### src/rtl/arbitro_cajero.sv
// Round-robin session arbiter sharing one cajero transaction core among N_TERM card terminals.
// One session at a time; terminals whose session ended in a PIN lockout stay masked until reset.
module arbitro_cajero #(
    parameter int N_TERM  = 4,
    parameter int ID_W    = 2,
    parameter int TIMEOUT = 200
) (
    input  logic              clock,
    input  logic              reset,
    input  logic [N_TERM-1:0] solicitud,
    input  logic [N_TERM-1:0] liberar,
    input  logic              core_fin,
    input  logic              core_bloqueo,
    output logic [N_TERM-1:0] concesion,
    output logic [ID_W-1:0]   id_activo,
    output logic              core_tarjeta,
    output logic              ocupado,
    output logic              fin_sesion,
    output logic              expirado,
    output logic [N_TERM-1:0] mascara
);

    typedef enum logic [3:0] {
        IDLE    = 4'b0001,
        GRANT   = 4'b0010,
        BUSY    = 4'b0100,
        RELEASE = 4'b1000
    } state_t;

    localparam logic [ID_W:0]     N_EXT    = (ID_W+1)'(N_TERM);
    localparam logic [ID_W-1:0]   LAST_ID  = ID_W'(N_TERM - 1);
    localparam logic [7:0]        CNT_LAST = 8'(TIMEOUT - 1);
    localparam logic [N_TERM-1:0] ONE      = N_TERM'(1);

    state_t            state;
    logic [ID_W-1:0]   ptr;
    logic [7:0]        cnt;
    logic [N_TERM-1:0] elegibles;
    logic              hallado;
    logic [ID_W-1:0]   elegido;
    logic [ID_W:0]     suma;
    logic              por_fin;
    logic              por_tiempo;
    logic              fin_busy;

    assign elegibles  = solicitud & ~mascara;
    assign por_fin    = core_fin | liberar[id_activo];
    assign por_tiempo = (cnt == CNT_LAST);
    assign fin_busy   = por_fin | core_bloqueo | por_tiempo;

    // First eligible terminal scanning upward from ptr, wrapping modulo N_TERM.
    always_comb begin
        hallado = 1'b0;
        elegido = '0;
        suma    = '0;
        for (int unsigned i = 0; i < N_TERM; i++) begin
            suma = {1'b0, ptr} + (ID_W+1)'(i);
            if (suma >= N_EXT) suma = suma - N_EXT;
            if (!hallado && elegibles[suma[ID_W-1:0]]) begin
                hallado = 1'b1;
                elegido = suma[ID_W-1:0];
            end
        end
    end

    always_ff @(posedge clock) begin
        if (!reset) begin
            state        <= IDLE;
            ptr          <= '0;
            id_activo    <= '0;
            cnt          <= '0;
            mascara      <= '0;
            concesion    <= '0;
            core_tarjeta <= 1'b0;
            ocupado      <= 1'b0;
            fin_sesion   <= 1'b0;
            expirado     <= 1'b0;
        end else begin
            case (state)
                IDLE: begin
                    if (hallado) begin
                        state        <= GRANT;
                        id_activo    <= elegido;
                        concesion    <= ONE << elegido;
                        core_tarjeta <= 1'b1;
                        ocupado      <= 1'b1;
                        cnt          <= '0;
                    end
                end
                GRANT: begin
                    state        <= BUSY;
                    core_tarjeta <= 1'b0;
                    cnt          <= '0;
                end
                BUSY: begin
                    // Timeout counts as expiry only when no other exit cause coincides.
                    if (fin_busy) begin
                        state      <= RELEASE;
                        concesion  <= '0;
                        fin_sesion <= 1'b1;
                        expirado   <= por_tiempo & ~por_fin & ~core_bloqueo;
                        if (core_bloqueo) mascara[id_activo] <= 1'b1;
                    end else begin
                        cnt <= cnt + 8'd1;
                    end
                end
                RELEASE: begin
                    state      <= IDLE;
                    fin_sesion <= 1'b0;
                    expirado   <= 1'b0;
                    ocupado    <= 1'b0;
                    ptr        <= (id_activo == LAST_ID) ? '0 : id_activo + ID_W'(1);
                end
                default: state <= IDLE;
            endcase
        end
    end

endmodule

### config.mk
export PLATFORM = sky130hd
export DESIGN_NAME = arbitro_cajero
export DESIGN_NICKNAME = d
export VERILOG_FILES = /design/src/rtl/arbitro_cajero.sv
export SDC_FILE = /design/constraint.sdc
export NUM_CORES = 1
export LEC_CHECK = 0
export CAP_MARGIN = 20
export CORE_ASPECT_RATIO = 1.1
export CORE_MARGIN = 5
export CORE_UTILIZATION = 55
export CTS_CLUSTER_DIAMETER = 120
export DETAILED_ROUTE_END_ITERATION = 7
export PLACE_DENSITY = 0.86
export SETUP_SLACK_MARGIN = 0.5
export SYNTH_ARGS = -nofsm -noshare
export SYNTH_HDL_FRONTEND = slang
export SYNTH_SLANG_ARGS = --single-unit
export TNS_END_PERCENT = 5
### constraint.sdc
create_clock -name clock -period 2.98 [get_ports clock]
set_input_delay 0.894 -clock clock [delete_from_list [all_inputs] [get_ports clock]]
set_output_delay 0.894 -clock clock [all_outputs]
set_load 0.05 [all_outputs]
== After elaboration in Yosys (flattened, before gate mapping) ==
Index checks and enable logic that the tools add are counted.
W data, S select, Z words.
Operators by class
  reductions and logical operators: 20
  multiplexer cells: 41
  order comparisons: 10
  equal/unequal tests: 9
  add/sub/neg operators: 9
  shift operators: 1
  bitwise gates (word level): 10
Operator list (number)
  $pmux W8 S3: 1
  $mux W2: 9
  $mux W4: 4
  $mux W8: 2
  $lt A2 B3 Y1 const B: 5
  $mux W1: 13
  $pmux W4 S3: 1
  $bmux W1 S2: 5
  $reduce_and A2 Y1: 5
  $ge A3 B3 Y1 const B: 3
  $reduce_and A3 Y1: 3
  $add A8 B1 Y8 const B: 1
  $eq A8 B8 Y1 const B: 1
  $pmux W1 S2: 4
  $pmux W4 S2: 1
  $reduce_bool A2 Y1: 4
  $sub A2 B1 Y2 const B: 4
  $add A2 B2 Y3 const B: 2
  $ne A2 B2 Y1 const B: 3
  $and A4 B4 Y4: 1
  $eq A4 B1 Y1 const B: 1
  $eq A4 B2 Y1 const B: 1
  $eq A4 B3 Y1 const B: 1
  $eq A4 B4 Y1 const B: 1
  15 further kinds: 24
Storage, ports and cells
  flip-flop bits (word level): 28

== Depth between registers and ports, before layout ==
Gate-level depths: netlist of run 1.
  depth after elaboration: 17
  depth in mapped cells: 7

== Worst setup path before layout of run 1 ==
OpenSTA, ideal clock, no wires.
  kind: input-to-reg
  start point: input port core_fin
  end point: register cnt[4]
  data required time: 2.910 ns
  library setup time: 0.070 ns
  setup slack: 0.696 ns
  buffers on the path: 1
  stages: 6
  arrival: 2.214 ns
  cells stage by stage: nor3b_1 a22oi_1 o221a_1 buf_6 or4_1 a21oi_1
On the way
  cells in the longest elaborated chain, start to end: 5
RTL lines
  start: declaration: RTL line 12  | input logic core_fin,
  $or A1 B1 Y1: RTL line 47  | assign por_fin = core_fin | liberar[id_activo];
  $or A1 B1 Y1 (2 in a row): RTL line 49  | assign fin_busy = por_fin | core_bloqueo | por_tiempo;
  $ne A2 B2 Y1 (no source line)
  $reduce_and A3 Y1 (no source line)
  end signal: assignment: RTL line 104  | cnt <= cnt + 8'd1;
  end: declaration: RTL line 37  | logic [7:0] cnt;
No other way between the ends.
A chain may end at the register's enable or synchronous reset.

== Final worst setup path of run 1 ==
  start point: register mascara[2]
  end point: output port mascara[2]
RTL lines
  start: declaration: RTL line 20  | output logic [N_TERM-1:0] mascara
  start signal: assignment: RTL line 72  | mascara <= '0;
  start signal: indexed assignment: RTL line 102  | if (core_bloqueo) mascara[id_activo] <= 1'b1;
No word-level cell between the ends.

==> impl_results.md, run 1 <==
- Status: finished clean
- Final setup fails: 0
- Post-synth EDFFs: 0
- CP Depth: 1
- Critical path data required time: 2.09 ns
- CTS clk-pin slew, worst paths: 0.16 ns
- CP max stage delay: 0.85 ns
- Aggregate negative setup slack: 0 ns
- Largest net degree at the start of global routing: 17
- Vias in the first global route: 1313
- R2r startpoint: state[0]$_SDFFE_PN1P_
- DRT iter0 DRCs: just under 60
- Residual DRC: 0
- Commonest non-fill, non-tap cells in the layout: 28 x dfxtp_1, 23 x clkdlybuf4s50_1, 19 x nor2_1, 15 x a21oi_1, 10 x nand3_1
- Longest Clk Path Bufs: 2
- Core region area: about 0.0025 sq mm
- Commonest non-fill, non-tap cell in the layout: dfxtp_1
- # H-tree levels: 1
- Unrepaired setup endpoints after global routing: true
- # Post-CTS Setup Buffers: 0
- Area contributors post-synth: dfxtp_1 39%, mux2i_1 5.5%, a21oi_1 5.2%
- Final hold violations: 0
- DRT Pass-1 Iters: 4
- Num CTS Buffers: 3
- Global-route wire length before repair: 5.93 mm
- Peak VDD IR: 0.452 mV
- Critical-path cell list: clkdlybuf4s50_1
- Hold Path Class: reg -> reg
- Rel. slew slack: around 56%
- Crit path buf inv count: 1
- Initial core utilization: 57.3%
- Via count: 1362
- Nets: 210
- Critical path startpoint category: flip-flop
- Total wire length: approximately 3.5 mm
- Crit end category: output pin
- Placed cells: 219
- CP top delay family: buffers and inverters
- Initial antenna violation count: 0
- Register bit count reported by yosys: 28
- Slew Viols, Final: 0
- Fmax: approximately 390 MHz
- Syn Inst Count: ~170
- Post-synthesis sequential area ratio: 38.8%
- Crit path from: mascara[2]$_SDFFE_PN0P_
- Main flop type after synthesis: dfxtp_1
- Area leader, netlist: dfxtp_1
- Std-Cell Rows: 19
- Worst hold path depth: 2
- DP HPWL: 2.70 mm
- Worst Setup Path Type: reg -> out
- Tightest Pin Transition: 0.653 ns
- YS warnings: 0
- Gpl congestion: around 0.84
- Final instance area: 0.00176 sq mm
- Avg WL per Cell: between 15 and 20 um
- Clock skew: 0.00549 ns
- Clock Latency Late Sink: 0.34 ns
- Yosys cell types: 43
- Mapped cell area: 0.00145 sq mm
- I/O Buffers: 25
- Worst Path Max Fanout: 5
- Top cell type's share of synthesized area: 38.8%
- Max-Cap Viols: 0
- Syn_area_per_cell: 8.65 sq um
- Grt total ovfl: 0
- Die Ht: around 64 um
- Hold wc startpoint: fin_sesion$_SDFFE_PN0P_
- ANT nets after route: 0
- Tmin final: 2.54 ns
- Via/cell ratio: 6.11
- Final period util: 85.4%
- Clock Sinks: 28
- Ys async rst share: 0%
- Antenna Cells: 0
- Pleak: 0.624 nW
- Cells on worst reg2reg path: 5
- Clk Tree Root Cell: clkbuf_4
- Post-Layout Cell Count: 223
- Area delta synth->final: 21.8%
- Chip width: a little under 60 um
- Syn nets: 184
- GRT Total Usage: 19.7%
- Final Util: 69.9%
- Crit path DAT: 1.65 ns
- Placed cell areas: roughly 0.0017 sq mm
- IO Pins: 26
- Pwr Density: 503 mW/mm^2
- Share of cells above drive strength 1: 6.25%
- CTS tree: yes
- Die area: about 0.0038 sq mm
- CP max-delay cell: clkdlybuf4s50_1
==> sequential cells by signal, summed over array words and instances (netlist names) <==
name,count
ocupado,1
ptr,2
state,4
id_activo,2
fin_sesion,1
expirado,1
concesion,4
mascara,4
cnt,8
core_tarjeta,1
==> cell usage after synthesis (2+ instances only) <==
| library cell | instances |
|---|---|
| buf_4 | 2 |
| or3b_2 | 2 |
| nand2b_1 | 8 |
| nor3b_1 | 2 |
| o31ai_1 | 4 |
| nor2b_1 | 4 |
| nor4b_1 | 3 |
| a21oi_1 | 15 |
| ha_1 | 5 |
| or4_1 | 3 |
| o21ai_0 | 5 |
| a211oi_1 | 2 |
| inv_1 | 5 |
| mux2i_1 | 8 |
| and2_1 | 2 |
| nor3_1 | 6 |
| nand2_1 | 8 |
| or3_1 | 4 |
| nand3_1 | 10 |
| dfxtp_1 | 28 |
| nor2_1 | 19 |
==> power by group <==
part	switching (mW)	internal [mW]
combinational	0.132	0.0858
clock	0.120	0.136
sequential	0.0193	0.392
total	0.271	0.614
==> path summary, 6_finish.rpt <==
path	end	slack, ns
hold / removal	fin_sesion$_SDFFE_PN0P_	0.46
hold reg to reg	fin_sesion$_SDFFE_PN0P_	0.46
setup / recovery	mascara[2]	0.44
setup reg to reg	concesion[3]$_SDFFE_PN0P_	0.92
==> layout make-up <==
cell class                 count  area (sq um)
multi-input combinational    129           831
fill                         206           759
sequential                    28           561
timing repair buffer          26           259
tap                           31          38.8
clock inverter                 1          30.0
clock buffer                   3          22.5
inverter                       5          18.8
==> repair_timing <==
action	CTS	global route
hold buffers	0	0
pin swaps	0	0
resized for setup	1	2
setup endpoints to repair	5	13
==> logic make-up after synthesis <==
group	Yosys count	share of synthesized area (%)
muxes	9	6.32
buffers and inverters	10	3.72
xor gates and xnor gates	1	0.606
AOI/OAI and AO/OA	35	15.9
adders and majority gates	5	4.33
DFF	28	38.8
and+or+nand+nor	79	30.3
==> worst register-to-register path: cells and delay by family, from the launching register on <==
kind	cells	cell delay, ns
AO/OA/AOI/OAI	2	0.31
buffers and inverters	1	0.20
flip-flops	1	0.46
AND/OR/NAND/NOR	2	1.03
==> metal layers <==
layer / track usage [%] / vias up / part of all wire, %
li1: - / 661 / -
met1: 24.3 / 645 / 43
met2: 34.5 / 48 / 51
met3: 3.42 / 8 / 4.5
met4: 5.38 / 0 / 1.4
met5: 0 / - / 0
==> stage by stage <==
| step | power, mW | worst slack [ns] | hold slack (ns) |
|---|---|---|---|
| global placement | 0.627 | 0.205 | 0.436 |
| global route | 0.921 | 0.364 | 0.494 |
| CTS | 0.884 | 0.423 | 0.465 |
| finish | 0.885 | 0.435 | 0.461 |
| detailed placement | 0.634 | 0.118 | 0.445 |
| floorplan | 0.574 | 0.696 | 0.442 |
No activity file was read; power rests on OpenSTA's default activity.
==> inputs of run 2 (changes only) <==
- CORE_UTILIZATION: 55 -> 46
- PLACE_DENSITY: 0.86 -> 0.77
- clock period: 2.98 -> 2.3 ns (I/O delays scaled with it)
==> run 2 against run 1 <==
  * Critical path depth did not move
  * Sequential share of layout area shrank 3.9 points
  * Highest routed layer unchanged
  * Register-to-register slack got worse by 0.47 ns
  * Hold slack improved by 0.0052 ns
  * Critical endpoint unchanged
  * Design area rose by 16%
  * First-iteration DRC count increased by 17%
  * Non-clock buffer count up 18
==> impl_results.md, run 2 (synthesis results as in run 1) <==
- Status: finished clean
- Total wire length: 3.99 mm
- Initial core utilization: 47.4%
- Crit path buf inv count: 1
- Unrepaired setup endpoints after global routing: true
- Hold slack: between 0.4 and 0.5 ns
- Global-route wire length before repair: 6.64 mm
- Worst Path Max Fanout: 5
- Commonest non-fill, non-tap cells in the layout: 23 x dfxtp_1, 19 x nor2_1, 18 x buf_4, 14 x a21oi_1, 10 x nand3_1
- Int Pwr: approximately 850 uW
- Via count: between 1000 and 1500
- Area delta synth->final: 40.9%
- Worst Setup Path Type: reg -> out
- Via/cell ratio: 5.92
- Reg power frac: 43.9%
- Pwr Density: around 600 mW/mm^2
- Share of cells above drive strength 1: 28.9%
- Die Ht: 68.8 um
- # H-tree levels: 1
- Initial antenna violation count: 0
- Clk Tree Root Cell: clkbuf_4
- Critical path data required time: 1.61 ns
- Biggest register: cnt
- CP top delay family: flip-flops
- Tightest Pin Transition: 0.791 ns
- Rel. slew slack: a little under half
- Core region area: 0.00305 sq mm
- GRT Total Usage: 18.9%
- Max-Cap Viols: 0
- Clock skew: approximately 0.0023 ns
- Slew Viols, Final: 0
- Fmax: 526 MHz
- Final hold violations: 0
- Std-Cell Rows: 21
- Hold Path Class: reg -> reg
- Tmin final: 1.90 ns
- Largest net degree at the start of global routing: 17
- Tot Pwr: 1.23 mW
- Die area: 0.00436 sq mm
- Aggregate negative setup slack: 0 ns
- Crit end category: output pin
- ANT nets after route: 0
- CP max stage delay: 0.47 ns
- CP max-delay cell: dfxtp_1
- Final period util: a little over 80%
- Comb pwr share: 29.3%
- DRT Pass-1 Iters: 4
- Gpl congestion: 0.836
- Num CTS Buffers: 3
- Pleak: about 0.77 nW
- DP HPWL: 2.72 mm
- I/O Buffers: 25
- Crit path DAT: 1.21 ns
- Residual DRC: 0
- CTS clk-pin slew, worst paths: 0.16 ns
- P_sw: 381 uW
- IO Pins: 26
- Clock Latency Late Sink: 0.33 ns
- Clock Sinks: 28
- Grt total ovfl: 0
- Final setup fails: 0
- CTS tree: yes
- DRT iter0 DRCs: 68
- Peak VDD IR: 0.359 mV
- Nets: 229
- Clock power share: between 20% and 30%
- Critical-path cell list: clkdlybuf4s18_2
- Max reg flops: 8
- Antenna Cells: 0
- Longest Clk Path Bufs: 2
- Vias in the first global route: 1542
- Switching share of power: 31.0%
- Avg WL per Cell: 16.3 um
- Commonest non-fill, non-tap cell in the layout: dfxtp_1
- Chip width: between 60 and 70 um
- Critical path startpoint category: flip-flop
==> run 2: power by group through the flow <==
stage          registers (mW)  clock network [mW]  logic [mW]
2_1_floorplan           0.593                   0       0.158
3_3_place_gp            0.543                   0       0.306
3_5_place_dp            0.545                   0       0.314
4_1_cts                 0.535               0.331       0.341
5_1_grt                 0.543               0.359       0.390
6_report                0.539               0.328       0.360
==> run 2: cell type report <==
cell class	count	area, sq um
clock inverters	1	30.0
inverters	5	18.8
fillers	254	1010
clock buffers	3	22.5
multi-input cells	130	965
well taps	34	42.5
flip-flops and latches	28	569
repair buffers	44	388
==> run 2: layer usage <==
layer	track usage [%]	vias to the layer above	wire, um	part of all wire, %
li1	-	705	-	-
met1	20.4	698	1670	42
met2	34.3	37	2060	52
met3	4.70	11	153	3.8
met4	10.4	0	97	2.4
met5	0	-	0	0
==> run 2: worst paths after layout <==
kind	slack [ns]	end	cells past startpoint	from
hold / removal	0.47	fin_sesion$_SDFFE_PN0P_	2	fin_sesion$_SDFFE_PN0P_
hold reg to reg	0.47	fin_sesion$_SDFFE_PN0P_	2	fin_sesion$_SDFFE_PN0P_
setup / recovery	0.40	mascara[2]	1	mascara[2]$_SDFFE_PN0P_
setup reg to reg	0.45	expirado$_SDFFE_PN0P_	6	state[2]$_SDFFE_PN0P_
==> run 2: through the flow <==
step	util, %	area [sq um]	setup slack (ns)	cells
after detailed placement	59.8	1820	-0.225	231
after global routing	66.8	2040	0.343	245
after floorplan	-	1480	0.358	167
after global placement	59.8	1820	-0.145	231
after CTS	65.3	1990	0.391	242
final	66.8	2040	0.398	245
==> run 2: repair_timing <==
item | CTS | global route
cloned | 1 | 0
hold buffers | 0 | 0
pin swaps | 9 | 5
setup buffers | 6 | 3
setup endpoints to repair | 32 | 32
gates resized for setup | 64 | 13
==> inputs of run 3 (changes only) <==
- clock period: 2.3 -> 1.7 ns (I/O delays scaled with it)
==> run 3 against run 2 <==
  * The run now ends with negative setup slack left
  * Critical path depth rose by 5
  * Non-clock buffer count up 21
  * Final cell count up 8.6%
  * Sequential power rose by 35%
==> impl_results.md, run 3 (synthesis results as in run 1) <==
- Critical path startpoint category: flip-flop
- Chip width: 63.4 um
- DRT iter0 DRCs: 153
- Fmax: 513 MHz
- Hold Path Class: reg -> reg
- Crit end category: flip-flop
- I/O Buffers: 25
- Grt total ovfl: 0
- Status: finished, violations left
- Core region area: 0.00305 sq mm
- Residual DRC: 0
- Final worst setup slack: -0.248 ns
- Share of cells above drive strength 1: 53.4%
- Max reg flops: 8
- Pwr Density: approximately 760 mW/mm^2
- Clock Latency Late Sink: approximately 0.34 ns
- Unrepaired setup endpoints after global routing: true
- GRT Total Usage: 26.2%
- # H-tree levels: 1
- Initial core utilization: 47.4%
- IO Pins: 26
- Pleak: 0.971 nW
- Commonest non-fill, non-tap cells in the layout: 34 x buf_4, 15 x nor2_1, 14 x buf_12, 10 x dfxtp_4
- Pre-CTS WS: -0.635 ns
- Hold Buf Count CTS: 0
- Clk Tree Root Cell: clkbuf_4
- Hold slack: 0.510 ns
- Final period util: 115%
- Final setup fails: 12
- Initial antenna violation count: 0
- Area delta synth->final: 75.4%
- Crit path DAT: 2.18 ns
- Die Ht: approximately 69 um
- Biggest register: cnt
- Largest net degree at the start of global routing: 17
- ANT nets after route: 0
- Clock Sinks: 28
- Global-route wire length before repair: 8.79 mm
- Antenna Cells: 0
- Avg WL per Cell: about 23 um
- Tightest Pin Transition: between 0.4 and 0.5 ns
- Num CTS Buffers: 3
- Vias in the first global route: ~1800
- Nets: 250
- DP HPWL: 2.98 mm
- CTS clk-pin slew, worst paths: 0.16 ns
- Max-Cap Viols: 0
- Total wire length: 6.15 mm
- Fillers: 155
- CTS tree: yes
- Failing checks: negative setup slack
- Tmin final: roughly 1.9 ns
- Final hold violations: 0
- Die area: 0.00436 sq mm
- Longest Clk Path Bufs: 2
- Commonest non-fill, non-tap cell in the layout: buf_4
- Critical path data required time: 1.93 ns
- Via count: 1740
- Std-Cell Rows: 21
- Slew Viols, Final: 0
- DRT Pass-1 Iters: 4
- Worst Path Max Fanout: 5
- Peak VDD IR: 0.610 mV
- Sequential cell area: around 600 sq um
- Gpl congestion: 0.851
- Area of the multi-input gates: 0.00110 sq mm
- Clock skew: 0.00438 ns
- Rel. slew slack: 71.8%
- Aggregate negative setup slack: -1.26 ns
- Via/cell ratio: around 6.5
- Worst Setup Path Type: reg -> reg
==> run 3: cell count changes in the layout (fill, tap and decap cells not counted), moves of 4 or more <==
cell             before  now
a21oi_1              14    9
a21oi_2               1    6
buf_12                1   14
buf_4                18   34
buf_6                 0    6
clkdlybuf4s15_1       8    2
clkdlybuf4s15_2       5    0
dfxtp_1              23    9
dfxtp_2               4    9
dfxtp_4               1   10
nor2_1               19   15
==> run 3: stage by stage <==
step / cell area, sq um / cells / util (%) / total power [mW]
finish: 2530 / 266 / 83.2 / 1.92
global route: 2530 / 266 / 83.2 / 1.99
CTS: 2380 / 261 / 78.2 / 1.80
detailed placement: 2080 / 245 / 68.1 / 1.23
global placement: 2080 / 245 / 68.1 / 1.22
floorplan: 1500 / 167 / - / 1.01
==> run 3: where the power goes <==
group	switching, mW	total [mW]	internal (mW)
logic	0.371	0.741	0.370
clock network	0.212	0.451	0.239
registers	0.0416	0.730	0.688
==> run 3: area by class of cell <==
cell class / instances / share of cell area [%]
multi-input combinational: 130 / 43.6
timing repair buffer: 65 / 27.9
sequential: 28 / 24.0
tap: 34 / 1.68
clock inverter: 1 / 1.18
clock buffer: 3 / 0.888
inverter: 5 / 0.740
==> run 3: what timing repair did <==
item / CTS / global route
pin swaps: 25 / 25
buffers inserted: 11 / 5
endpoints found under the setup margin: 42 / 42
gates cloned: 1 / 0
resized for setup: 61 / 30
==> run 3: worst paths after layout <==
check,startpoint,to,slack [ns],cells past startpoint
setup reg to reg,id_activo[0]$_SDFFE_PN0P_,cnt[4]$_SDFFE_PN0P_,-0.25,6
setup / recovery,id_activo[0]$_SDFFE_PN0P_,cnt[4]$_SDFFE_PN0P_,-0.25,6
hold reg to reg,concesion[3]$_SDFFE_PN0P_,concesion[3]$_SDFFE_PN0P_,0.51,2
hold / removal,concesion[3]$_SDFFE_PN0P_,concesion[3]$_SDFFE_PN0P_,0.51,2
==> run 3: metal layers <==
metal / GRT usage (%) / wire length [um] / part of all wire [%] / vias to the layer above
met2: 48.2 / 3110 / 51 / 119
met4: 17.4 / 412 / 6.7 / 0
met1: 26.6 / 2210 / 36 / 830
li1: - / - / - / 746
met3: 6.48 / 414 / 6.7 / 45
met5: 0 / 0 / 0 / -
==> run 3: worst max-delay path: stages, from the launching register on <==
cell	delay [ns]
dfxtp_4	0.41
mux2i_1	0.25
a22oi_2	0.16
buf_4	0.16
o221a_2	0.32
o31ai_1	0.43
a21oi_2	0.11
